<file path="src/rtl/snn_interfaces_pkg.sv">
// Shared SNN interface types: coordinate vector, packing helper, default
// image geometry and the event_ingress FSM state encoding.
package snn_interfaces_pkg;

  localparam int DEFAULT_COORD_BITS = 8;
  localparam int DEFAULT_IMG_WIDTH  = 64;
  localparam int DEFAULT_IMG_HEIGHT = 48;

  typedef struct packed {
    logic [DEFAULT_COORD_BITS-1:0] x;
    logic [DEFAULT_COORD_BITS-1:0] y;
  } vec2_t;

  // x in the upper half, y in the lower half
  function automatic logic [2*DEFAULT_COORD_BITS-1:0] pack_coordinates(vec2_t v);
    return {v.x, v.y};
  endfunction

  typedef enum logic [1:0] {
    IDLE = 2'd0,
    EVAL = 2'd1,
    WAIT = 2'd2
  } ingress_state_t;

endpackage

</file>
<file path="src/rtl/sat_counter.sv">
// Saturating up-counter used for the ingress statistics.
// Ports: clk, rst_n (async clear, active low), inc_en (add INC this edge),
//        count (current value, sticks at all-ones).
module sat_counter #(
  parameter int WIDTH = 16,
  parameter int INC   = 1
) (
  input  logic             clk,
  input  logic             rst_n,
  input  logic             inc_en,
  output logic [WIDTH-1:0] count
);

  logic [WIDTH-1:0] count_q, count_d;
  logic [WIDTH:0]   sum;

  always_comb begin
    sum     = {1'b0, count_q} + (WIDTH+1)'(INC);
    count_d = count_q;
    if (inc_en) count_d = sum[WIDTH] ? '1 : sum[WIDTH-1:0];
  end

  always_ff @(posedge clk or negedge rst_n) begin
    if (!rst_n) count_q <= '0;
    else        count_q <= count_d;
  end

  assign count = count_q;

endmodule

</file>
<file path="src/rtl/event_ingress.sv">
// Sensor event ingress: accepts one (x,y) event at a time, drops
// out-of-range coordinates, writes in-range ones to a FIFO, waits up to
// STALL_LIMIT cycles on a full FIFO before dropping, and keeps saturating
// statistics.
// Optional feature macro: EVENT_INGRESS_DEDUP_EN -- suppress a repeat of the
// last written coordinate within DEDUP_WINDOW cycles of that write.
// Ports: clk/rst_n; enable, in_valid/in_x/in_y/in_ready (event in);
//        fifo_full, fifo_write_en/fifo_write_data (FIFO producer side);
//        oob_count, drop_count, dedup_count, busy (status).
module event_ingress
  import snn_interfaces_pkg::*;
#(
  parameter int COORD_BITS   = DEFAULT_COORD_BITS,
  parameter int IMG_WIDTH    = DEFAULT_IMG_WIDTH,
  parameter int IMG_HEIGHT   = DEFAULT_IMG_HEIGHT,
  parameter int STALL_LIMIT  = 8,
  parameter int DEDUP_WINDOW = 16
) (
  input  logic                    clk,
  input  logic                    rst_n,
  input  logic                    enable,
  input  logic                    in_valid,
  input  logic [COORD_BITS-1:0]   in_x,
  input  logic [COORD_BITS-1:0]   in_y,
  output logic                    in_ready,
  input  logic                    fifo_full,
  output logic                    fifo_write_en,
  output logic [2*COORD_BITS-1:0] fifo_write_data,
  output logic [15:0]             oob_count,
  output logic [15:0]             drop_count,
  output logic [15:0]             dedup_count,
  output logic                    busy
);

  localparam int SW = (STALL_LIMIT > 1) ? $clog2(STALL_LIMIT) : 1;
  localparam logic [SW-1:0]         STALL_LAST = SW'(STALL_LIMIT - 1);
  localparam logic [COORD_BITS:0]   X_LIM      = (COORD_BITS+1)'(IMG_WIDTH);
  localparam logic [COORD_BITS:0]   Y_LIM      = (COORD_BITS+1)'(IMG_HEIGHT);

  if (STALL_LIMIT < 1 || DEDUP_WINDOW < 1) begin : g_bad_params
    $error("event_ingress: STALL_LIMIT and DEDUP_WINDOW must be >= 1");
  end

  ingress_state_t            state_q, state_d;
  logic [COORD_BITS-1:0]     x_q, x_d, y_q, y_d;
  logic [SW-1:0]             stall_q, stall_d;
  logic                      wr_en_q, wr_en_d;
  logic [2*COORD_BITS-1:0]   wr_data_q, wr_data_d;
  logic                      run_q;
  logic                      oob, oob_inc, drop_inc;
  logic [2*COORD_BITS-1:0]   pkt;

  if (COORD_BITS == DEFAULT_COORD_BITS) begin : g_pkg_pack
    vec2_t coord;
    assign coord.x = x_q;
    assign coord.y = y_q;
    assign pkt     = pack_coordinates(coord);
  end else begin : g_local_pack
    // same field order as pack_coordinates
    assign pkt = {x_q, y_q};
  end

  assign oob = ({1'b0, x_q} >= X_LIM) || ({1'b0, y_q} >= Y_LIM);

`ifdef EVENT_INGRESS_DEDUP_EN
  localparam int WW = $clog2(DEDUP_WINDOW + 1);
  localparam logic [WW-1:0] WIN_MAX = WW'(DEDUP_WINDOW);
  logic          hist_vld_q, hist_vld_d;
  logic [WW-1:0] win_q, win_d;
  logic          is_dup, dup_inc;
  // wr_data_q already holds the last written coordinate
  assign is_dup = hist_vld_q && (pkt == wr_data_q) && (win_q < WIN_MAX);
`endif

  // run_q holds in_ready low until the first edge after reset release
  assign in_ready = run_q && (state_q == IDLE) && enable;
  assign busy     = (state_q != IDLE);

  always_comb begin
    state_d   = state_q;
    x_d       = x_q;
    y_d       = y_q;
    stall_d   = stall_q;
    wr_en_d   = 1'b0;
    wr_data_d = wr_data_q;
    oob_inc   = 1'b0;
    drop_inc  = 1'b0;
`ifdef EVENT_INGRESS_DEDUP_EN
    dup_inc   = 1'b0;
`endif
    case (state_q)
      IDLE: begin
        if (in_valid && in_ready) begin
          x_d     = in_x;
          y_d     = in_y;
          state_d = EVAL;
        end
      end
      EVAL: begin
        state_d = IDLE;
        if (oob) oob_inc = 1'b1;
`ifdef EVENT_INGRESS_DEDUP_EN
        else if (is_dup) dup_inc = 1'b1;
`endif
        else if (!fifo_full) begin
          wr_en_d   = 1'b1;
          wr_data_d = pkt;
        end else begin
          state_d = WAIT;
          stall_d = '0;
        end
      end
      WAIT: begin
        if (!fifo_full) begin
          wr_en_d   = 1'b1;
          wr_data_d = pkt;
          state_d   = IDLE;
        end else if (stall_q == STALL_LAST) begin
          drop_inc = 1'b1;
          state_d  = IDLE;
        end else begin
          stall_d = stall_q + 1'b1;
        end
      end
      default: state_d = IDLE;
    endcase
  end

  always_ff @(posedge clk or negedge rst_n) begin
    if (!rst_n) begin
      state_q   <= IDLE;
      x_q       <= '0;
      y_q       <= '0;
      stall_q   <= '0;
      wr_en_q   <= 1'b0;
      wr_data_q <= '0;
      run_q     <= 1'b0;
    end else begin
      state_q   <= state_d;
      x_q       <= x_d;
      y_q       <= y_d;
      stall_q   <= stall_d;
      wr_en_q   <= wr_en_d;
      wr_data_q <= wr_data_d;
      run_q     <= 1'b1;
    end
  end

  assign fifo_write_en   = wr_en_q;
  assign fifo_write_data = wr_data_q;

  sat_counter #(.WIDTH(16), .INC(1)) u_oob_cnt (
    .clk(clk), .rst_n(rst_n), .inc_en(oob_inc), .count(oob_count));
  sat_counter #(.WIDTH(16), .INC(1)) u_drop_cnt (
    .clk(clk), .rst_n(rst_n), .inc_en(drop_inc), .count(drop_count));

`ifdef EVENT_INGRESS_DEDUP_EN
  // window restarts on every write and sticks at DEDUP_WINDOW
  always_comb begin
    hist_vld_d = hist_vld_q | wr_en_d;
    win_d      = win_q;
    if (wr_en_d)                win_d = '0;
    else if (win_q != WIN_MAX)  win_d = win_q + 1'b1;
  end

  always_ff @(posedge clk or negedge rst_n) begin
    if (!rst_n) begin
      hist_vld_q <= 1'b0;
      win_q      <= '0;
    end else begin
      hist_vld_q <= hist_vld_d;
      win_q      <= win_d;
    end
  end

  sat_counter #(.WIDTH(16), .INC(1)) u_dedup_cnt (
    .clk(clk), .rst_n(rst_n), .inc_en(dup_inc), .count(dedup_count));
`else
  assign dedup_count = '0;
`endif

endmodule

</file>
<file path="config.mk">
export PLATFORM = sky130hd
export DESIGN_NAME = event_ingress
export DESIGN_NICKNAME = d
export VERILOG_FILES = /design/src/rtl/snn_interfaces_pkg.sv /design/src/rtl/sat_counter.sv /design/src/rtl/event_ingress.sv
export SDC_FILE = /design/constraint.sdc
export NUM_CORES = 1
export LEC_CHECK = 0
export CAP_MARGIN = 40
export CORE_MARGIN = 2
export CORE_UTILIZATION = 26
export CTS_BUF_LIST = sky130_fd_sc_hd__clkbuf_8
export CTS_CLUSTER_SIZE = 24
export DETAILED_ROUTE_END_ITERATION = 16
export GPL_TIMING_DRIVEN = 0
export PLACE_DENSITY = 0.55
export SYNTH_ARGS = -nofsm -noshare
export SYNTH_HDL_FRONTEND = slang
export SYNTH_SLANG_ARGS = --single-unit
</file>
<file path="constraint.sdc">
create_clock -name clk -period 1.85 [get_ports clk]
set_clock_uncertainty 0.05 [all_clocks]
set_input_delay 0.37 -clock clk [delete_from_list [all_inputs] [get_ports clk]]
set_output_delay 0.37 -clock clk [all_outputs]
set_load 0.05 [all_outputs]
</file>
== Yosys cells after proc, flatten, opt, wreduce, memory -nomap -nowiden ==
Index checks and enable logic that the tools add are counted.

* Output and inout bits: 67
* Bits of input ports: 21
* Register bits after elaboration: 71
* Word-level logic and storage cells: 58

* Reduce and logical (&&, ||, !) cells: 11
* Order comparisons: 2
* Muxes and demuxes: 24
* Add/subtract/negate cells: 3
* Eq/ne operators: 9

{| class="wikitable"
|+ Operators by type and width
! kind !! count
|-
| $mux W16 || 4
|-
| $add A16 B1 Y17 const B || 2
|-
| $pmux W16 S2 || 1
|-
| $mux W3 || 4
|-
| $mux W2 || 5
|-
| $ge A8 B6 Y1 const B || 1
|-
| $ge A8 B7 Y1 const B || 1
|-
| $ne A2 B2 Y1 const B || 4
|-
| $mux W1 || 7
|-
| $pmux W2 S3 || 1
|-
| $pmux W3 S2 || 1
|-
| $reduce_and A2 Y1 || 3
|-
| $reduce_and A5 Y1 || 1
|-
| $reduce_bool A2 Y1 || 2
|-
| $add A3 B1 Y3 const B || 1
|-
| $eq A3 B3 Y1 const B || 1
|-
| $logic_and A1 B1 Y1 || 3
|-
| $ne A3 B3 Y1 const B || 1
|-
| $eq A2 B1 Y1 const B || 1
|-
| $eq A2 B2 Y1 const B || 1
|-
| $logic_not A2 Y1 || 1
|-
| $ne A2 B1 Y1 const B || 1
|-
| $pmux W1 S2 || 1
|-
| $logic_or A1 B1 Y1 || 1
|}

== Logic depth before layout (Yosys ltp) ==
* Word-level depth: 6
* Depth in mapped cells: 8
* Gate-level depth less buffers: 6

== Cells and area by module ==
From an unflattened synthesis, not the netlist that was laid out.

* Cell total of the unflattened synthesis: 280
* Area total of the unflattened synthesis: 3407.0 µm²

{| class="wikitable"
|+ By module, submodules not included
! module !! area an instance (µm²) !! times used !! cells an instance !! seq. area each (µm²)
|-
| event_ingress || 1800.5 || 1 || 128 || 975.9
|-
| sat_counter (u_drop_cnt) || 809.5 || 1 || 79 || 400.4
|-
| sat_counter (u_oob_cnt) || 797.0 || 1 || 73 || 400.4
|}

== Least setup slack after synthesis ==
OpenSTA, ideal clock, no wires.

* Path type: reg-to-reg
* Start point: register state_q[0]
* End point: register state_q[0]
* Period minus slack after synthesis: 2.185 ns
* Required time: 1.675 ns
* Path buffers: 0
* Arrival: 2.010 ns
* Slack: -0.335 ns
* Stages on the path, launching flop included: 7
* Setup time: 0.125 ns
* Cell sequence: dfrtp_1 > inv_1 > ha_1 > and3_1 > nand2_1 > a21oi_1 > mux2_2

* Longest elaborated chain between the ends: 6
* Elaborated cells between the ends (all ways): 10
* Classes of those cells: eq/ne (4); mux (1); reduce/logical (5)

{| class="wikitable"
|+ RTL lines
! element !! line !! text
|-
| from (decl) || event_ingress.sv:44 || <nowiki>ingress_state_t state_q, state_d;</nowiki>
|-
| from (signal assigned) || event_ingress.sv:139 || <nowiki>state_q <= state_d;</nowiki>
|-
| $logic_not A2 Y1 || event_ingress.sv:76 || <nowiki>assign in_ready = run_q && (state_q == IDLE) && enable;</nowiki>
|-
| $logic_and A1 B1 Y1 (2 in a row) || event_ingress.sv:76 ||
|-
| net in_ready || event_ingress.sv:25 || <nowiki>output logic in_ready,</nowiki>
|-
| $logic_and A1 B1 Y1 || event_ingress.sv:93 || <nowiki>if (in_valid && in_ready) begin</nowiki>
|-
| $ne A2 B1 Y1 (no source line) || - ||
|-
| $reduce_and A2 Y1 (no source line) || - ||
|}

The timed path passes the listed nets, and every way through them passes these cells.
A chain may end at the register's enable or synchronous reset.

== Final worst setup path ==
* Start point: register state_q[0]
* End point: register u_oob_cnt.count_q[7], in the netlist u_oob_cnt.count[7]

* Longest elaborated chain between the ends: 2

{| class="wikitable"
|+ RTL lines
! element !! line !! text
|-
| $eq A2 B1 Y1 || event_ingress.sv:91 || <nowiki>case (state_q)</nowiki>
|-
| $mux W1 || event_ingress.sv:91 ||
|-
| to (signal assigned) || sat_counter.sv:25 || <nowiki>else count_q <= count_d;</nowiki>
|-
| to (decl) || sat_counter.sv:14 || <nowiki>logic [WIDTH-1:0] count_q, count_d;</nowiki>
|}

No other way between the ends.

==> flow_metrics.env <==
export IMPL_status="finished with violations"
export IMPL_violations="setup timing"
export IMPL_setup_violations=4
export IMPL_ys_types=50
export IMPL_ir_worst_vdd_mv=0.904
export IMPL_drive_gt1_share_pct=34.8
export IMPL_grt_overflow_total=0
export IMPL_drt_pass1_iterations=4
export IMPL_required_ns=2.09
export IMPL_timing_final_crit_share_pct=103
export IMPL_fin_area_um2=5190
export IMPL_clock_path_buffers=2
export IMPL_die_height_um=122
export IMPL_num_antenna_cells=0
export IMPL_initial_core_util_pct=26.9
export IMPL_synth_xor_area_share_pct=3.65
export IMPL_core_um2=13300
export IMPL_htreeDepth=3
export IMPL_synth_main_ff_cell="dfrtp_1"
export IMPL_floorplan_rows=42
export IMPL_nFillCells=1327
export IMPL_nets=464
export IMPL_synth_top_family_by_area="simple AND/OR/NAND/NOR gates"
export IMPL_synth_seq_cells=71
export IMPL_comb_power_share_pct=46.4
export IMPL_cp_end_kind="register"
export IMPL_dieWidth_um=122
export IMPL_crit_path_max_fanout=10
export IMPL_synth_mux_area_share_pct=14.2
export IMPL_regArea_um2=1800
export IMPL_synth_area_um2=3590
export IMPL_grt_use_total_pct=12.0
export IMPL_hold_viol=0
export IMPL_vias_per_cell=4.49
export IMPL_wl_per_cell_um=13.9
export IMPL_power_switching_mw=3.03
export IMPL_p_leak_nw=2.52
export IMPL_p_int_mw=4.42
export IMPL_worst_setup_path_start_kind="register"
export IMPL_clockPowerShare_pct=21.2
export IMPL_vias=2765
export IMPL_critical_path_class="reg -> reg"
export IMPL_pwr_share_seq_pct=32.4
export IMPL_antenna_found_initial=0
export IMPL_synthArstFlopShare_pct=100
export IMPL_ios=88
export IMPL_path_clk_slew_ns=0.08
export IMPL_drt_iter0_drc=94
export IMPL_wl_mm=8.55
export IMPL_multi_input_area_um2=1830
export IMPL_yosys_area_share_simple_pct=17.8
export IMPL_synthAdderAreaFrac_pct=2.78
export IMPL_insertion_delay_ns=0.35
export IMPL_place_congestion=0.766
export IMPL_swShare_pct=40.7
export IMPL_cts_tree="built"
export IMPL_drv_cap=0
export IMPL_yosysSeqAreaShare_pct=49.4
export IMPL_ant_nets=0
export IMPL_hp_class="in -> reg"
export IMPL_power_per_cell_area_nw_per_um2=1430
export IMPL_dp_hpwl_mm=5.87
export IMPL_drc=0
export IMPL_die_area_um2=14800
export IMPL_final_util_pct=38.9
export IMPL_setup_ws_ns=-0.0464
export IMPL_ctsRootBufferMaster="clkbuf_8"
export IMPL_drv_slew=0
export IMPL_io_buffer_count=70
export IMPL_cts_buffers=9
export IMPL_tightest_slew_ns=0.646
export IMPL_postSynthCellCount=315
export IMPL_rsz0062_at_grt="yes"
export IMPL_grt_pass1_vias=2728
export IMPL_synth_compound_gate_area_share_pct=5.92
export IMPL_grt_max_degree=38
export IMPL_fmax_mhz=527
export IMPL_grt_pass1_wl_mm=13.8
export IMPL_dpl_instance_area_um2=4640
export IMPL_cp_arrival_ns=2.14
export IMPL_min_period_ns=1.90
export IMPL_yosysWarnings=0
export IMPL_avgSynthCellArea_um2=11.4
export IMPL_cts_sinks=71
export IMPL_synth_edf_count=0
export IMPL_area_growth_pct=44.4
export IMPL_slew_headroom_pct=56.5
## worst max-delay path: stages, from the launching register on
cell,delay [ns]
dfrtp_1,0.39
buf_4,0.14
ha_4,0.14
a21bo_4,0.23
buf_6,0.15
or4_2,0.66
nand3_2,0.09
## logic make-up after synthesis
logic type / Yosys count
buffers and inverters: 35
AOI/OAI and AO/OA: 28
muxes: 42
and+or+nand+nor: 114
other: 2
adders and majority gates: 8
xor gates and xnor gates: 15
DFF: 71
## power groups by stage
stage / registers (mW) / logic (mW) / clock network, mW
2_1_floorplan: 3.27 / 1.43 / 0
4_1_cts: 2.41 / 3.33 / 1.63
3_5_place_dp: 2.47 / 3.23 / 0
5_1_grt: 2.49 / 3.68 / 1.70
6_report: 2.41 / 3.46 / 1.58
3_3_place_gp: 2.45 / 3.18 / 0
## cell usage after synthesis, types with 6 or more instances
cell type  count  area, um^2
buf_4         17         128
nand2_1       42         158
xnor2_1       14         123
dfrtp_1       71        1780
nor4_1         7        43.8
mux2_2        27         304
nor2_1         9        33.8
mux2_4        11         165
ha_1           8         100
a21oi_1       11        55.1
nand4_1       14        87.6
inv_1         10        37.5
nand3_1       11        55.1
nor3_1         6        30.0
## layer usage
layer	up-vias	share of wire (%)	global-route usage, %
met4	0	1.3	4.31
met3	10	8.5	5.15
met2	79	47	18.6
li1	1334	-	-
met1	1342	43	14.8
met5	-	0	0
## through the flow
step / hold slack [ns] / setup WS [ns] / instances / TNS [ns] / total power, mW
floorplan: 0.0244 / -0.0482 / 330 / -0.378 / 4.70
global placement: 0.427 / -2.78 / 576 / -177.00 / 5.63
detailed placement: 0.317 / -0.399 / 577 / -14.32 / 5.70
CTS: 0.228 / -0.0697 / 605 / -0.559 / 7.37
global route: 0.238 / -0.129 / 616 / -2.15 / 7.86
finish: 0.241 / -0.0464 / 616 / -0.0945 / 7.45
## flip-flops by register name, indices dropped and copies added, names as in the netlist
| signal | count |
|---|---|
| fifo_write_data | 16 |
| u_drop_cnt.count | 16 |
| u_oob_cnt.count | 16 |
| x_q | 8 |
| y_q | 8 |
| stall_q | 3 |
| state_q | 2 |
| fifo_write_en | 1 |
| run_q | 1 |
## final timing paths
check	startpoint	to	slack, ns	cells past startpoint
max in group asynchronous	rst_n	u_oob_cnt.count[3]	0.72	3
min reg2reg	u_drop_cnt.count[14]	u_drop_cnt.count[14]	0.44	1
max reg2reg	state_q[0]	u_oob_cnt.count[7]	-0.05	6
min	fifo_full	fifo_write_en	0.24	2
min in group asynchronous	rst_n	y_q[1]	0.46	2
max	state_q[0]	u_oob_cnt.count[7]	-0.05	6
## cell usage in the layout, fill, tap and decap left out, drive strengths merged, types with 3 or more instances in the layout
master         instances
buf                   49
a32oi                  3
mux2                  38
nand4                 15
conb                  17
mux2i                  4
a21oi                 11
nor4                  10
ha                     8
nor3                   6
nand2b                 3
nand2                 43
clkdlybuf4s50         18
dfrtp                 71
inv                   12
dlygate4sd2           48
clkbuf                12
nand3                 11
and3                   4
or3                    3
bufinv                 3
xnor2                 14
nor2                   9
## cell type report
| cell class | instances | area share [%] |
|---|---|---|
| multi-input combinational | 224 | 35.3 |
| sequential | 71 | 34.6 |
| timing repair buffer | 94 | 16.2 |
| tap | 176 | 4.24 |
| buffer | 25 | 4.07 |
| clock buffer | 10 | 2.65 |
| clock inverter | 6 | 2.22 |
| inverter | 10 | 0.723 |
## repair_timing
item | in CTS | in global routing
buffers inserted | 11 | 11
hold buffers | 1 | 0
hold endpoints to repair | 34 | 0
setup endpoints to repair | 112 | 43
pin swaps | 5 | 3
resized for setup | 86 | 20
Note: power is estimated with default switching activity, not from simulation.
